--- src/rtl/sevenseg_scan_driver.sv ---
// Multiplexed N-digit seven-segment scan driver with per-frame input snapshot and anode dead time.
// Optional leading-zero blanking is enabled by defining SEVSEG_LZB_EN.
module sevenseg_scan_driver #(
  parameter int N_DIGITS       = 4,
  parameter int REFRESH_DIV    = 50000,
  parameter int DEAD_CYCLES    = 2,
  parameter int SEG_ACTIVE_LOW = 0,
  parameter int AN_ACTIVE_LOW  = 1
) (
  input  logic                  i_clock,
  input  logic                  i_reset,
  input  logic [4*N_DIGITS-1:0] i_value,
  input  logic [N_DIGITS-1:0]   i_digit_en,
  input  logic [N_DIGITS-1:0]   i_dp,
  input  logic                  i_state_mode,
  input  logic [2:0]            i_debug_state,
  output logic [6:0]            o_seg,
  output logic                  o_dp,
  output logic [N_DIGITS-1:0]   o_anode,
  output logic                  o_frame
);

  localparam int PCW  = $clog2(REFRESH_DIV);
  localparam int IDXW = (N_DIGITS > 1) ? $clog2(N_DIGITS) : 1;
  localparam logic [PCW-1:0]  PC_LAST  = PCW'(REFRESH_DIV - 1);
  localparam logic [PCW-1:0]  PC_DEAD  = PCW'(DEAD_CYCLES);
  localparam logic [IDXW-1:0] IDX_LAST = IDXW'(N_DIGITS - 1);
  localparam logic [N_DIGITS-1:0] AN_OFF  = (AN_ACTIVE_LOW != 0) ? '1 : '0;
  localparam logic [6:0]          SEG_OFF = (SEG_ACTIVE_LOW != 0) ? 7'h7F : 7'h00;
  localparam logic                DP_OFF  = (SEG_ACTIVE_LOW != 0);

  typedef enum logic {ST_START, ST_SCAN} state_t;

  state_t                state_q;
  logic [PCW-1:0]        pc_q;
  logic [IDXW-1:0]       idx_q;
  logic [4*N_DIGITS-1:0] shValue_q;
  logic [N_DIGITS-1:0]   shDigitEn_q;
  logic [N_DIGITS-1:0]   shDp_q;
  logic                  shStateMode_q;
  logic [2:0]            shDebugState_q;
  logic [6:0]            seg_q, seg_d;
  logic                  dp_q, dp_d;
  logic [N_DIGITS-1:0]   anode_q, anode_d;
  logic                  frame_q;

  logic [N_DIGITS-1:0] blank;
  logic [3:0]          nibble;
  logic [6:0]          glyph;
  logic                glyphDp;
  logic                digitOn;
  logic                isStateDigit;

  function automatic logic [6:0] hexGlyph(input logic [3:0] n);
    case (n)
      4'h0: hexGlyph = 7'h3F;  4'h1: hexGlyph = 7'h06;
      4'h2: hexGlyph = 7'h5B;  4'h3: hexGlyph = 7'h4F;
      4'h4: hexGlyph = 7'h66;  4'h5: hexGlyph = 7'h6D;
      4'h6: hexGlyph = 7'h7D;  4'h7: hexGlyph = 7'h07;
      4'h8: hexGlyph = 7'h7F;  4'h9: hexGlyph = 7'h6F;
      4'hA: hexGlyph = 7'h77;  4'hB: hexGlyph = 7'h7C;
      4'hC: hexGlyph = 7'h39;  4'hD: hexGlyph = 7'h5E;
      4'hE: hexGlyph = 7'h79;  default: hexGlyph = 7'h71;
    endcase
  endfunction

  // Odd codes are the START_* family and all share the 'P' glyph.
  function automatic logic [6:0] stateGlyph(input logic [2:0] s);
    case (s)
      3'd0:    stateGlyph = 7'h40;
      3'd2:    stateGlyph = 7'h38;
      3'd4:    stateGlyph = 7'h50;
      3'd6:    stateGlyph = 7'h6D;
      3'd7:    stateGlyph = 7'h00;
      default: stateGlyph = 7'h73;
    endcase
  endfunction

`ifdef SEVSEG_LZB_EN
  // Walk down from the top digit; a digit is blanked while everything at or above it is zero.
  always_comb begin
    logic allZero;
    blank   = '0;
    allZero = 1'b1;
    for (int k = N_DIGITS - 1; k >= 0; k--) begin
      allZero  = allZero && (shValue_q[4*k +: 4] == 4'h0);
      blank[k] = allZero && (k != 0);
    end
    if (shStateMode_q) blank[N_DIGITS-1] = 1'b0;
  end
`else
  assign blank = '0;
`endif

  always_comb begin
    isStateDigit = shStateMode_q && (idx_q == IDX_LAST);
    nibble       = shValue_q[4*int'(idx_q) +: 4];
    glyph        = isStateDigit ? stateGlyph(shDebugState_q) : hexGlyph(nibble);
    glyphDp      = isStateDigit ? 1'b0 : shDp_q[idx_q];
    digitOn      = (pc_q >= PC_DEAD) && shDigitEn_q[idx_q] && !blank[idx_q];
    anode_d      = digitOn ? (N_DIGITS'(1) << idx_q) : '0;
    seg_d        = digitOn ? glyph : 7'h00;
    dp_d         = digitOn && glyphDp;
    if (AN_ACTIVE_LOW != 0) anode_d = ~anode_d;
    if (SEG_ACTIVE_LOW != 0) begin
      seg_d = ~seg_d;
      dp_d  = ~dp_d;
    end
  end

  // ST_START takes the post-reset snapshot while holding the scan at digit 0,
  // so the state afterwards matches the one following a normal frame wrap.
  always_ff @(posedge i_clock or posedge i_reset) begin
    if (i_reset) begin
      state_q        <= ST_START;
      pc_q           <= '0;
      idx_q          <= '0;
      shValue_q      <= '0;
      shDigitEn_q    <= '0;
      shDp_q         <= '0;
      shStateMode_q  <= 1'b0;
      shDebugState_q <= 3'd0;
      seg_q          <= SEG_OFF;
      dp_q           <= DP_OFF;
      anode_q        <= AN_OFF;
      frame_q        <= 1'b0;
    end else begin
      seg_q   <= seg_d;
      dp_q    <= dp_d;
      anode_q <= anode_d;
      frame_q <= 1'b0;
      case (state_q)
        ST_START: begin
          state_q        <= ST_SCAN;
          shValue_q      <= i_value;
          shDigitEn_q    <= i_digit_en;
          shDp_q         <= i_dp;
          shStateMode_q  <= i_state_mode;
          shDebugState_q <= i_debug_state;
          frame_q        <= 1'b1;
        end
        default: begin
          if (pc_q == PC_LAST) begin
            pc_q <= '0;
            if (idx_q == IDX_LAST) begin
              idx_q          <= '0;
              shValue_q      <= i_value;
              shDigitEn_q    <= i_digit_en;
              shDp_q         <= i_dp;
              shStateMode_q  <= i_state_mode;
              shDebugState_q <= i_debug_state;
              frame_q        <= 1'b1;
            end else begin
              idx_q <= idx_q + 1'b1;
            end
          end else begin
            pc_q <= pc_q + 1'b1;
          end
        end
      endcase
    end
  end

  assign o_seg   = seg_q;
  assign o_dp    = dp_q;
  assign o_anode = anode_q;
  assign o_frame = frame_q;

endmodule

--- config.mk ---
export PLATFORM = sky130hd
export DESIGN_NAME = sevenseg_scan_driver
export DESIGN_NICKNAME = d
export VERILOG_FILES = /design/src/rtl/sevenseg_scan_driver.sv
export SDC_FILE = /design/constraint.sdc
export NUM_CORES = 1
export LEC_CHECK = 0
export BUFFER_PORTS_ARGS = -buffer_cell sky130_fd_sc_hd__buf_2
export CAP_MARGIN = 5
export CORE_ASPECT_RATIO = 1.75
export CORE_MARGIN = 2
export CORE_UTILIZATION = 40
export CTS_CLUSTER_SIZE = 16
export DETAILED_ROUTE_END_ITERATION = 8
export GPL_TIMING_DRIVEN = 0
export PLACE_DENSITY_LB_ADDON = 0.25
export SLEW_MARGIN = 20
export SYNTH_ARGS = -nofsm -noshare
export SYNTH_HDL_FRONTEND = slang
export SYNTH_SLANG_ARGS = --single-unit
--- constraint.sdc ---
create_clock -name i_clock -period 2.74 [get_ports i_clock]
set_input_delay 0.548 -clock i_clock [delete_from_list [all_inputs] [get_ports i_clock]]
set_output_delay 0.548 -clock i_clock [all_outputs]
set_load 0.02 [all_outputs]
# Yosys cells after proc, flatten, opt, wreduce, memory -nomap -nowiden
# Memory sizes are Yosys's and may differ from the RTL's.
# Index checks and enable logic that the tools add are counted.
# op_classes
bitwise	1
n_reduce_logical	8
addsub	2
eq_ne	8
mux	31
order_cmp	2
shifts	2
# op_table
cell	count
$mux W16	4
$pmux W7 S5	1
$mux W4	7
$add A16 B1 Y16 const B	1
$eq A16 B16 Y1 const B	1
$ge A16 B2 Y1 const B	1
$shiftx A16 B5 Y4	1
$mux W7	2
$mux W1	10
$eq A3 B3 Y1 const B	3
$mux W3	3
$bmux W1 S2	3
$logic_and A1 B1 Y1	4
$ne A2 B1 Y1 const B	2
$not A4 Y4	1
$reduce_and A2 Y1	2
$shl A1 B2 Y4 const A	1
$eq A3 B2 Y1 const B	1
$logic_not A3 Y1	1
$lt A2 B3 Y1 const B	1
$add A2 B1 Y2 const B	1
$eq A2 B2 Y1 const B	1
$mux W2	1
$logic_not A1 Y1	1
# totals
input_bits	30
romBits	112
reg_bits	60
n_memories	1
# memory_table
name	words	word_bits	rd	rd_clocked_by_memory_dff	wr	line	text
(name not given)	16	7	1	0	0	55	case (n)

# Logic depth before layout (Yosys ltp)
# Gate-level depths: netlist of the first run.
# depth
word_depth	6
ltp_mapped	10
ltp_nobuf	9

# Worst setup path before layout of the first run
# No wires, ideal clock.
# synth_path
path_type	reg-to-reg
startpoint	register idx_q[0]
endpoint	register seg_q[3], in the netlist o_seg[3]
path_slack_ps	397
setup_ps	82
stages_incl_launch_ff	10
t_required_ps	2658
arrival_ps	2261
n_path_buf	1
cell_sequence	dfrtp_1 -> buf_2 -> mux2_2 -> o21ai_0 -> inv_1 -> ha_1 -> inv_1 -> mux2i_1 -> a211o_1 -> a31oi_1
# synth_via
elab_chain_len	5
word_cells_on_any_way	13
# synth_lines
item	line	text
start, declared	36	logic [IDXW-1:0] idx_q;
start signal, assigned	154	idx_q <= idx_q + 1'b1;
branches (longest 4 deep; another with $mem_v2 Z16 W7)	n/a	
$mux W7 (*)	102	seg_d = digitOn ? glyph : 7'h00;
named net seg_d[3]	42	logic [6:0] seg_q, seg_d;
end signal, assigned	128	seg_q <= seg_d;
end, declared	42	
# Mark *: on every way through the listed nets, which the timed path passes. The select of a mux whose other input is x is not followed.
# A chain may end at the register's enable or synchronous reset.

# Final worst setup path of the first run
# Same ends and word-level chain as after synthesis.

==> run_results.csv, run 1 <==
group,metric,value,unit
place,gp_congestion,0.858,
yosys,synthFlopType,"dfrtp_1",
place,place_inst,380,
route,avgRoutedWirePerCell,15.8,um
setup_path,end_kind,"flop",
global_route,grt_pass1_vias,2208,
yosys,synth-seq-cells,60,
floorplan,die_w,69.6,um
global_route,grtUsageTotal,0.167,
clock_network,clock_path_buffers,2,
sta,worst-slew-pin-transition,0.603,ns
status,outcome,"finished, final reports clean",
sta,clock.fmax,389,MHz
setup_path,cp_slowest_cell,"mux4_2",
layout,layoutNonFillerInstCount,396,
floorplan,die_area,0.00828,mm^2
clock_network,clockRootBuffer,"clkbuf_16",
sta,slew_viol_final,0,
yosys,syn_area,0.00302,mm^2
clock_network,cts_max_level,3,
setup_path,crit_path_max_incr_delay,0.62,ns
layout,layout-drive-gt1-share,0.358,
sta,finalCriticalPeriod,2.57,ns
floorplan,fp-row-count,41,
yosys,ys_warn_count,0,
setup_path,crit_buf_inv,2,
yosys,synth_area_leaders,"dfrtp_1 46%, mux2_2 8.2%, ha_1 5.0%",
clock_network,clk_latency,0.34,ns
power_and_ir_drop,ir_drop,0.319,mV
setup_path,path_max_fanout,10,
yosys,postSynthAreaPerCell,12.0,um^2
power_and_ir_drop,p_total,2.72,mW
route,ant_nets,0,
min_path,hp-class,"input pin to async pin",
setup_path,path_cells,"buf_2, mux4_2, inv_1, ha_1, nand2b_1, mux2i_1, a211o_1, a31oi_1",
route,first_pass_iters,4,
yosys,async_flop_share,1.00,
route,vias_per_cell,5.31,
clock_network,post-cts-setup-buffer-count,0,
yosys,syn_inst,251,
floorplan,core-area,0.00728,mm^2
yosys,synth_most_common_cell,"dfrtp_1",
global_route,grt_max_degree,43,
layout,num_antenna_cells,0,
route,drcViolationCount,0,
layout,final_nets,347,
flow_run,maxCapViolCount,0,
layout,fin_util,0.503,
power_and_ir_drop,power_leakage,1.64,nW
yosys,yosysTopAreaCellShare,0.465,
global_route,antenna_found_initial,0,
yosys,netlist_top_cells_count,"56 x dfrtp_1, 22 x mux2_2, 17 x nand2_1",
place,post-dp-hpwl,4.63,mm
yosys,yosysTopAreaCell,"dfrtp_1",
sta,min_period_over_period,0.939,
setup_path,startpoint_type,"flop",
floorplan,die_h,119,um
clock_network,clock-sinks,60,
clock_network,clk_pin_slew_worst_paths,0.05,ns
global_route,grt_overflow,0,
place,port_buffers,42,
setup_path,critPathKind,"flop to flop",
sta,finalSetupViolCount,0,
yosys,synth.distinct_cells,45,
clock_network,cts_buffers,9,
sta,rsz0062_at_grt,"false",
clock_network,tritoncts,"yes",
yosys,syn-num-nets,293,
global_route,grt_pass1_wl,10.5,mm
setup_path,arrival,2.75,ns
power_and_ir_drop,powerDensity,744,mW/mm^2
route,wl,6.27,mm
yosys,ys_seq_area_frac,0.500,
sta,hold_viol,0,
floorplan,num_io_pins,43,
layout,area_growth,21.5,%
sta,maxSlewHeadroom,0.596,
sta,final.setup_skew,0.00788,ns
route,dr_total_vias,2103,
setup_path,cpLargestDelayFamily,"multiplexers",
yosys,synth_enable_flop_cells,0,
setup_path,required,2.92,ns
floorplan,start_util,0.414,
route,drtIter0Drc,77,
[layer usage]
metal	wire length, um	share of wire	up-vias	global-route usage
li1	-	-	1014	-
met1	2330	0.37	1035	0.171
met2	3490	0.56	37	0.292
met3	195	0.031	17	0.0431
met4	254	0.041	0	0.117
met5	0	0	-	0
[sequential cells by signal (all words and copies together) (netlist names), 2 cells and up]
signal,flops
pc_q,16
shValue_q,16
o_seg,7
o_anode,4
shDigitEn_q,4
shDp_q,4
shDebugState_q,3
idx_q,2
[worst paths after layout]
path,start,to,slack [ns],depth (start not counted)
worst max-delay path,idx_q[0]$_DFFE_PP0P_,o_seg[3]$_DFF_PP0_,0.17,8
worst min-delay path,i_reset,pc_q[14]$_DFFE_PP0P_,0.15,2
worst max register to register,idx_q[0]$_DFFE_PP0P_,o_seg[3]$_DFF_PP0_,0.17,8
worst min register to register,shValue_q[8]$_DFFE_PP0P_,shValue_q[8]$_DFFE_PP0P_,0.50,1
max in group asynchronous,i_reset,o_anode[1]$_DFF_PP1_,2.05,3
min in group i_clock,i_debug_state[1],shDebugState_q[1]$_DFFE_PP0P_,0.44,2
[what timing repair did]
action | in CTS | in global routing
resized for setup | 1 | 1
endpoints found under the setup margin | 2 | 2
hold buffers | 0 | 0
[layout by cell type (no fill, tap or decap), types with 7 or more instances in the layout]
cell       Yosys  layout
mux2_2        22      22
xnor2_1        9       9
ha_1          12      12
nor3_1         7       7
nand2_1       17      17
nor2_1        14      14
buf_2          2      44
mux2_4         9       9
clkbuf_16      0       9
nand3_1        9       9
dfrtp_1       56      56
inv_1         10       9
mux2i_1        7       7
[through the flow]
stage / hold WS [ns] / setup TNS (ns) / worst slack, ns / cell area [um^2]
after global routing: 0.168 / 0 / 0.0430 / 3660
after floorplan: 0.456 / 0 / 0.397 / 3020
after detailed placement: 0.488 / -0.0683 / -0.0592 / 3360
final: 0.152 / 0 / 0.167 / 3660
after CTS: 0.154 / 0 / 0.105 / 3660
after global placement: 0.485 / -5.02 / -0.0938 / 3330
[area by class of cell]
cell class                 count  area, um^2
buffer                        10        55.1
clock buffer                  10         239
clock inverter                 6        63.8
tap                           86         108
inverter                      10        40.0
multi-input combinational    171        1420
sequential                    60        1510
timing repair buffer          43         230
fill                         666        3620
[where the power goes]
group          total, mW  internal, mW  switching, mW  leakage (nW)
Sequential          1.11          1.01          0.102         0.732
Combinational      0.485         0.228          0.256         0.766
Clock               1.13         0.725          0.401         0.144
Total               2.72          1.97          0.759          1.64
[logic make-up after synthesis]
group,Yosys count,share of synthesized area
xor gates and xnor gates,14,0.0407
and+or+nand+nor,75,0.133
AOI/OAI and AO/OA,26,0.0577
DFF,60,0.500
buffers and inverters,20,0.0307
other,1,0.00124
adders and majority gates,12,0.0498
muxes,43,0.188
Power figures use the tool's default switching activity.
==> inputs of run 2 (changes only) <==
--- a/config.mk
+++ b/config.mk
@@ -7,12 +7,13 @@
 export LEC_CHECK = 0
 export BUFFER_PORTS_ARGS = -buffer_cell sky130_fd_sc_hd__buf_2
 export CAP_MARGIN = 5
+export CELL_PAD_IN_SITES_DETAIL_PLACEMENT = 0
+export CELL_PAD_IN_SITES_GLOBAL_PLACEMENT = 2
 export CORE_ASPECT_RATIO = 1.75
 export CORE_MARGIN = 2
-export CORE_UTILIZATION = 40
+export CORE_UTILIZATION = 38
 export CTS_CLUSTER_SIZE = 16
 export DETAILED_ROUTE_END_ITERATION = 8
-export GPL_TIMING_DRIVEN = 0
 export PLACE_DENSITY_LB_ADDON = 0.25
 export SLEW_MARGIN = 20
 export SYNTH_ARGS = -nofsm -noshare
==> run_results.csv, run 2 (synthesized netlist as in run 1, its figures left out) <==
group,metric,value,unit
place,port_buffers,42,
floorplan,die_w,71.3,um
min_path,hp-class,"input pin to async pin",
power_and_ir_drop,powerDensity,774,mW/mm^2
sta,finalSetupViolCount,0,
layout,layout-drive-gt1-share,0.360,
setup_path,required,2.95,ns
power_and_ir_drop,ir_drop,0.439,mV
setup_path,startpoint_type,"flop",
global_route,grt_overflow,0,
layout,area_growth,21.7,%
clock_network,clk_pin_slew_worst_paths,0.05,ns
sta,slew_viol_final,0,
layout,fill_cells,741,
floorplan,die_h,122,um
route,wl,6.46,mm
place,gp_congestion,0.772,
route,avgRoutedWirePerCell,16.4,um
status,outcome,"finished, final reports clean",
layout,final_common_cell,"dfrtp_1",
global_route,antenna_found_initial,0,
clock_network,cts_hold_buffers,0,
clock_network,clock_path_buffers,2,
route,vias_per_cell,5.28,
clock_network,post-cts-setup-buffer-count,0,
clock_network,clock-sinks,60,
sta,min_period_over_period,0.845,
setup_path,arrival,2.53,ns
setup_path,critPathKind,"flop to flop",
power_and_ir_drop,power_leakage,1.64,nW
sta,maxSlewHeadroom,0.282,
layout,num_antenna_cells,0,
place,post-dp-hpwl,4.81,mm
setup_path,path_cells,"or4_4, nor4_4, a21boi_4, mux2_4",
clock_network,tritoncts,"yes",
global_route,grt_max_degree,32,
sta,hold_viol,0,
clock_network,cts_max_level,3,
sta,clock.fmax,432,MHz
floorplan,die_area,0.00869,mm^2
global_route,grt_pass1_vias,2168,
setup_path,end_kind,"flop",
route,ant_nets,0,
clock_network,post_cts_resized,0,
route,drcViolationCount,0,
clock_network,cts_buffers,9,
clock_network,clk_latency,0.33,ns
sta,worst-slew-pin-transition,1.07,ns
sta,final.setup_skew,0.00437,ns
layout,final_nets,340,
sta,fin_tns_setup,0,ns
route,drtIter0Drc,89,
setup_path,path_max_fanout,29,
global_route,grt_pass1_wl,10.6,mm
route,dr_total_vias,2076,
global_route,grtUsageTotal,0.163,
floorplan,core-area,0.00780,mm^2
floorplan,fp-row-count,43,
setup_path,crit_path_max_incr_delay,0.57,ns
layout,final_cell_mix,"56 x dfrtp_1, 42 x buf_2, 22 x mux2_2",
floorplan,num_io_pins,43,
route,first_pass_iters,4,
setup_path,cp_slowest_cell,"or4_4",
clock_network,clockRootBuffer,"clkbuf_16",
layout,fin_util,0.470,
floorplan,start_util,0.387,
flow_run,maxCapViolCount,0,
sta,rsz0062_at_grt,"false",
sta,finalCriticalPeriod,2.31,ns
==> run 2: through the flow <==
step | hold slack [ns] | cell area, um^2 | setup slack (ns) | power, mW | instances
after floorplan | 0.456 | 3020 | 0.397 | 1.47 | 251
after global placement | 0.483 | 3330 | 0.453 | 1.62 | 377
after detailed placement | 0.492 | 3330 | 0.381 | 1.62 | 377
after CTS | 0.336 | 3670 | 0.376 | 2.88 | 393
after global routing | 0.366 | 3670 | 0.292 | 2.99 | 393
final | 0.314 | 3670 | 0.426 | 2.84 | 393
==> run 2: final timing paths <==
check | end | slack, ns | start | cells past startpoint
min in group i_clock | shDebugState_q[2]$_DFFE_PP0P_ | 0.45 | i_debug_state[2] | 2
hold reg to reg | pc_q[11]$_DFFE_PP0P_ | 0.50 | pc_q[11]$_DFFE_PP0P_ | 1
setup / recovery | shStateMode_q$_DFFE_PP0P_ | 0.43 | pc_q[11]$_DFFE_PP0P_ | 4
hold / removal | state_q$_DFF_PP0_ | 0.31 | i_reset | 2
max in group asynchronous | o_seg[1]$_DFF_PP0_ | 1.82 | i_reset | 3
setup reg to reg | shStateMode_q$_DFFE_PP0P_ | 0.43 | pc_q[11]$_DFFE_PP0P_ | 4
==> run 2: critical path, delay by kind of cell, from the launching register on <==
kind             cells  cell delay, ns
AO/OA/AOI/OAI        1            0.35
flip-flops           1            0.40
multiplexers         1            0.39
AND/OR/NAND/NOR      2            1.06
==> run 2: routing by layer <==
metal / vias up / routed length (um) / track usage
met3: 16 / 212 / 0.0389
met5: - / 0 / 0
met1: 1027 / 2490 / 0.178
met4: 0 / 209 / 0.0861
met2: 39 / 3560 / 0.285
li1: 994 / - / -
==> run 2: final cells by class <==
class	instances	area, um^2	area share
Multi-Input combinational cell	171	1420	0.388
Tap cell	90	113	0.0307
Sequential cell	60	1510	0.410
Clock buffer	11	253	0.0689
Clock inverter	5	83.8	0.0228
Inverter	10	37.5	0.0102
Timing Repair Buffer	46	253	0.0689
==> run 2: where the power goes <==
group	internal (mW)	total (mW)	switching (mW)
clock	0.846	1.25	0.402
sequential	1.01	1.12	0.108
combinational	0.225	0.475	0.250
